--- config.mk ---
export PLATFORM = sky130hd
export DESIGN_NAME = rom_rr_arbiter
export DESIGN_NICKNAME = d
export VERILOG_FILES = /design/src/rtl/rom_rr_arbiter.sv
export SDC_FILE = /design/constraint.sdc
export NUM_CORES = 1
export LEC_CHECK = 0
export CAP_MARGIN = 10
export CORE_ASPECT_RATIO = 1.1
export CORE_UTILIZATION = 43
export CTS_CLUSTER_DIAMETER = 60
export DETAILED_ROUTE_END_ITERATION = 12
export PLACE_DENSITY = 0.86
export SLEW_MARGIN = 20
export SYNTH_ARGS = -nofsm -noshare
export SYNTH_HDL_FRONTEND = slang
export SYNTH_SLANG_ARGS = --single-unit
--- constraint.sdc ---
create_clock -name clk -period 1.75 [get_ports clk]
set_input_delay 0.4375 -clock clk [delete_from_list [all_inputs] [get_ports clk]]
set_output_delay 0.4375 -clock clk [all_outputs]
set_load 0.005 [all_outputs]
--- src/rtl/rom_rr_arbiter.sv ---
// Two-port round-robin arbiter and read sequencer sharing one combinational ROM.
// All outputs are registered; one read completes every three cycles at best.
module rom_rr_arbiter #(
    parameter int unsigned AW = 3,
    parameter int unsigned DW = 16
) (
    input  logic          clk,
    input  logic          rst_n,
    input  logic          req0,
    input  logic [AW-1:0] addr0,
    output logic          gnt0,
    output logic          rvalid0,
    output logic [DW-1:0] rdata0,
    input  logic          rready0,
    input  logic          req1,
    input  logic [AW-1:0] addr1,
    output logic          gnt1,
    output logic          rvalid1,
    output logic [DW-1:0] rdata1,
    input  logic          rready1,
    output logic [AW-1:0] rom_addr,
    input  logic [DW-1:0] rom_dout,
    output logic          busy
);

    typedef enum logic [1:0] {IDLE, GRANT, RESP} state_e;

    state_e        state_q, state_d;
    logic          sel_q, sel_d;
    logic          last_q, last_d;
    logic [AW-1:0] rom_addr_q, rom_addr_d;
    logic          gnt0_q, gnt0_d, gnt1_q, gnt1_d;
    logic          rvalid0_q, rvalid0_d, rvalid1_q, rvalid1_d;
    logic [DW-1:0] rdata0_q, rdata0_d, rdata1_q, rdata1_d;
    logic          busy_q, busy_d;
    logic          choice;
    logic          rready_sel;

    always_comb begin
        state_d    = state_q;
        sel_d      = sel_q;
        last_d     = last_q;
        rom_addr_d = rom_addr_q;
        gnt0_d     = 1'b0;
        gnt1_d     = 1'b0;
        rvalid0_d  = rvalid0_q;
        rvalid1_d  = rvalid1_q;
        rdata0_d   = rdata0_q;
        rdata1_d   = rdata1_q;
        choice     = 1'b0;
        rready_sel = sel_q ? rready1 : rready0;

        case (state_q)
            IDLE: begin
                if (req0 || req1) begin
                    // last only breaks ties; a lone requester always wins
                    choice     = (req0 && req1) ? ~last_q : req1;
                    sel_d      = choice;
                    rom_addr_d = choice ? addr1 : addr0;
                    gnt0_d     = ~choice;
                    gnt1_d     = choice;
                    state_d    = GRANT;
                end
            end
            GRANT: begin
                if (sel_q) begin
                    rdata1_d  = rom_dout;
                    rvalid1_d = 1'b1;
                end else begin
                    rdata0_d  = rom_dout;
                    rvalid0_d = 1'b1;
                end
                state_d = RESP;
            end
            RESP: begin
                if (rready_sel) begin
                    rvalid0_d = 1'b0;
                    rvalid1_d = 1'b0;
                    last_d    = sel_q;
                    state_d   = IDLE;
                end
            end
            default: state_d = IDLE;
        endcase

        busy_d = (state_d != IDLE);
    end

    always_ff @(posedge clk or negedge rst_n) begin
        if (!rst_n) begin
            state_q    <= IDLE;
            sel_q      <= 1'b0;
            last_q     <= 1'b1;
            rom_addr_q <= '0;
            gnt0_q     <= 1'b0;
            gnt1_q     <= 1'b0;
            rvalid0_q  <= 1'b0;
            rvalid1_q  <= 1'b0;
            rdata0_q   <= '0;
            rdata1_q   <= '0;
            busy_q     <= 1'b0;
        end else begin
            state_q    <= state_d;
            sel_q      <= sel_d;
            last_q     <= last_d;
            rom_addr_q <= rom_addr_d;
            gnt0_q     <= gnt0_d;
            gnt1_q     <= gnt1_d;
            rvalid0_q  <= rvalid0_d;
            rvalid1_q  <= rvalid1_d;
            rdata0_q   <= rdata0_d;
            rdata1_q   <= rdata1_d;
            busy_q     <= busy_d;
        end
    end

    assign gnt0     = gnt0_q;
    assign gnt1     = gnt1_q;
    assign rvalid0  = rvalid0_q;
    assign rvalid1  = rvalid1_q;
    assign rdata0   = rdata0_q;
    assign rdata1   = rdata1_q;
    assign rom_addr = rom_addr_q;
    assign busy     = busy_q;

endmodule

==> results summary <==
The routed design could run at a clock period as short as 1650 ps. TritonCTS built the clock tree. The placer's final routability congestion estimate is 0.760. The global-route total usage across every layer is 19.3%. The final count of negative-setup-slack endpoints came out at 0. The floorplan has 24 rows. The clock sink count is 44.

The maximum frequency from static timing analysis is 0.607 GHz. The number of H-tree branching levels came out at 2. The number of distinct library cell variants in the gate-level netlist after synthesis came out at 25. The number of antenna violations at the first check in global routing is 0. The placeable core region came out at 3990 sq um. The worst-skew pair later-pin latency came out at 300 ps. The wire-length estimate of the detail-placed layout is between 2000 and 3000 um. The slack of the worst reg-to-reg path came out at 100 ps. Buffers added to address setup during post-CTS repair amount to 0.

The final count of pins violating max slew was 0. The die boundary width is 63.8 um. The routed wire length is 3840 um. The worst hold path belongs to the class input port to asynchronous set/reset pin.

The final clock skew is approximately 8 ps. The normalized max-slew margin is around 65%. The total DRC errors in the routed layout is 0. The portion of the post-synthesis area used by sequential elements is 60.9%. The critical path is of the flip-flop to flip-flop type. STA classifies the critical path startpoint as a flip-flop.

The gate count after technology mapping is roughly 120. The synthesized area per cell is 15.0 sq um. For this run the aggregate overflow at the end of global routing stands at 0.

Before antenna repair, the detailed router went through 3 iterations. The tree is rooted in a sky130_fd_sc_hd__clkbuf_8. The detailed-route vias per instance came out at between 4 and 5. The number of inserted diodes is 0.

The number of nets in the synthesized netlist is 153. The number of port buffers came out at 67. The leakage component of the power came out at about 1.1 nW. For this run, the share of the core covered by cells in the final layout is 67.1%. After layout, the worst path uses a little over nine tenths of the clock period.

The run finished with clean final reports. The global-route wire length before repair is ~6400 um. For the pin with the worst max-slew slack, the measured transition is 528 ps. For the worst setup path, the data arrival time is 1830 ps. The number of global-route vias before repair is 1293. The fraction of final layout cells sized beyond drive strength 1 came out at 26.3%. Data on the critical path is required at its endpoint by 1940 ps. The post-layout net count is between 200 and 250.

In this run the count of I/O pins placed on the die edge is 68. The kind of capture point of the worst setup path is a flip-flop. Clock tree synthesis inserted a total of 5 buffers. The biggest fanout along the worst timing path is 19. The maximum root-to-sink buffer count is 2.

Setup repair after global routing left no endpoint under its margin. On the final layout, the worst hold slack is roughly 110 ps. The overall via count from detail_route came out at 1222. In the final routed layout, each cell accounts on average for 15.4 um. The area overhead of the layout relative to synthesis is 48.1%. The multi-input gate area in the final layout came out at 647 sq um.

The layout has 280 filler cells. The CTS clock-pin slew for the worst setup and hold paths came out at 80 ps. The final hold violation count came out at 0. Max-cap violations in this run came to 0. In this run, synthesis produced a sequential element count of 44. The final antenna-violating net count is 0. The ratio of total power to cell area is 1820 nW/um^2. After the first detailed-routing iteration, the DRC count stood at 45. The maximum vdd ir drop came out at ~0.0011 V. The initial utilization of the core area, before any placement, comes to 45.3%. The synthesis warning total is 0. The post-synthesis instance area came out at 1810 sq um. The area taken by flip-flops and latches is 1100 sq um.

The floorplan step defined a die boundary enclosing about 4500 sq um. The die extent in y is 70.0 um. The pin count of the biggest net entering global routing came out at 24.
-- registers in the layout, indices dropped and copies added, names as in the netlist --
name	count
busy	1
gnt0	1
gnt1	1
last_q	1
rdata0	16
rdata1	16
rom_addr	3
rvalid0	1
rvalid1	1
sel_q	1
state_q	2
-- cell usage after synthesis (all sizes together) --
| cell | count | area share (%) |
|---|---|---|
| a211oi | 1 | 0.42 |
| a21boi | 1 | 0.42 |
| a21o | 1 | 0.48 |
| a21oi | 5 | 1.4 |
| a221o | 2 | 1.1 |
| and2 | 3 | 1.0 |
| buf | 3 | 2.1 |
| dfrtp | 43 | 59 |
| dfstp | 1 | 1.5 |
| ha | 4 | 2.8 |
| inv | 6 | 1.2 |
| mux2 | 34 | 23 |
| mux2i | 1 | 0.55 |
| nand2 | 4 | 0.97 |
| nand3 | 1 | 0.28 |
| nor2 | 3 | 0.62 |
| nor2b | 1 | 0.48 |
| o211ai | 1 | 0.42 |
| o21ai | 2 | 0.55 |
| o22ai | 1 | 0.35 |
| o311ai | 1 | 0.48 |
| o31ai | 2 | 0.83 |
-- cell families after synthesis --
family	synth area share [%]
AOI/OAI and AO/OA	6.43
and+or+nand+nor	3.39
buffers and inverters	3.32
DFF	60.9
adders and majority gates	2.77
muxes	23.2
-- area by class of cell --
cell class	count	share of cell area [%]
Inverter	6	0.840
Tap cell	52	2.43
Timing Repair Buffer	72	27.2
Sequential cell	44	41.1
Clock buffer	5	2.57
Clock inverter	3	1.73
Multi-Input combinational cell	68	24.1
-- path summary, 6_finish.rpt --
kind	start	end	depth (start not counted)
worst max-delay path	state_q[1]	rdata0[5]	5
worst min-delay path	rst_n	rdata0[0]	1
worst max register to register	state_q[1]	rdata0[5]	5
worst min register to register	rdata1[14]	rdata1[14]	1
max in group asynchronous	rst_n	rdata1[14]	2
min in group clk	rdata1[14]	rdata1[14]	1
-- placed cells by master (no fill, tap or decap), types with 2 or more instances in the layout --
| cell | instances |
|---|---|
| sky130_fd_sc_hd__ha_1 | 4 |
| sky130_fd_sc_hd__a21oi_1 | 5 |
| sky130_fd_sc_hd__o31ai_1 | 2 |
| sky130_fd_sc_hd__and2_1 | 3 |
| sky130_fd_sc_hd__clkdlybuf4s50_1 | 66 |
| sky130_fd_sc_hd__buf_4 | 3 |
| sky130_fd_sc_hd__dfrtp_1 | 43 |
| sky130_fd_sc_hd__mux2_4 | 7 |
| sky130_fd_sc_hd__clkbuf_8 | 5 |
| sky130_fd_sc_hd__inv_1 | 6 |
| sky130_fd_sc_hd__nand2_1 | 3 |
| sky130_fd_sc_hd__buf_12 | 2 |
| sky130_fd_sc_hd__nor2_1 | 3 |
| sky130_fd_sc_hd__a221o_1 | 2 |
| sky130_fd_sc_hd__mux2_2 | 27 |
-- metal layers --
layer	up-vias	routed length (um)	share of wire [%]	GRT usage, %
li1	582	-	-	-
met1	581	1690	44	23.4
met2	53	1820	47	31.0
met3	6	238	6.2	6.54
met4	0	87	2.3	8.59
met5	-	0	0	0
-- critical path, stage by stage, from the launching register on --
cell and delay (ps):
sky130_fd_sc_hd__dfrtp_1 430, sky130_fd_sc_hd__inv_1 130, sky130_fd_sc_hd__ha_1 220, sky130_fd_sc_hd__nor2b_2 200
sky130_fd_sc_hd__buf_12 190, sky130_fd_sc_hd__mux2_2 350
-- power by group --
group	total, mW	switching [mW]	leakage [nW]	internal (mW)
Clock	0.779	0.350	0.0548	0.430
Combinational	2.27	0.745	0.567	1.53
Sequential	1.83	0.295	0.518	1.54
-- metrics by stage --
stage          TNS, ps  total power [mW]  setup slack, ps  cells  cell area (sq um)
2_1_floorplan        0              2.88              244    121               1810
3_3_place_gp      -107              4.04             -107    242               2560
3_5_place_dp      -366              4.14             -195    242               2560
4_1_cts              0              4.93              110    250               2680
5_1_grt              0              5.19             60.9    250               2680
6_report             0              4.88              103    250               2680
-- repair_timing --
item / CTS / global route
gates resized for setup: 0 / 1
endpoints found under the setup margin: 0 / 1
hold buffers: 0 / 0
(Power assumes the default switching activity.)
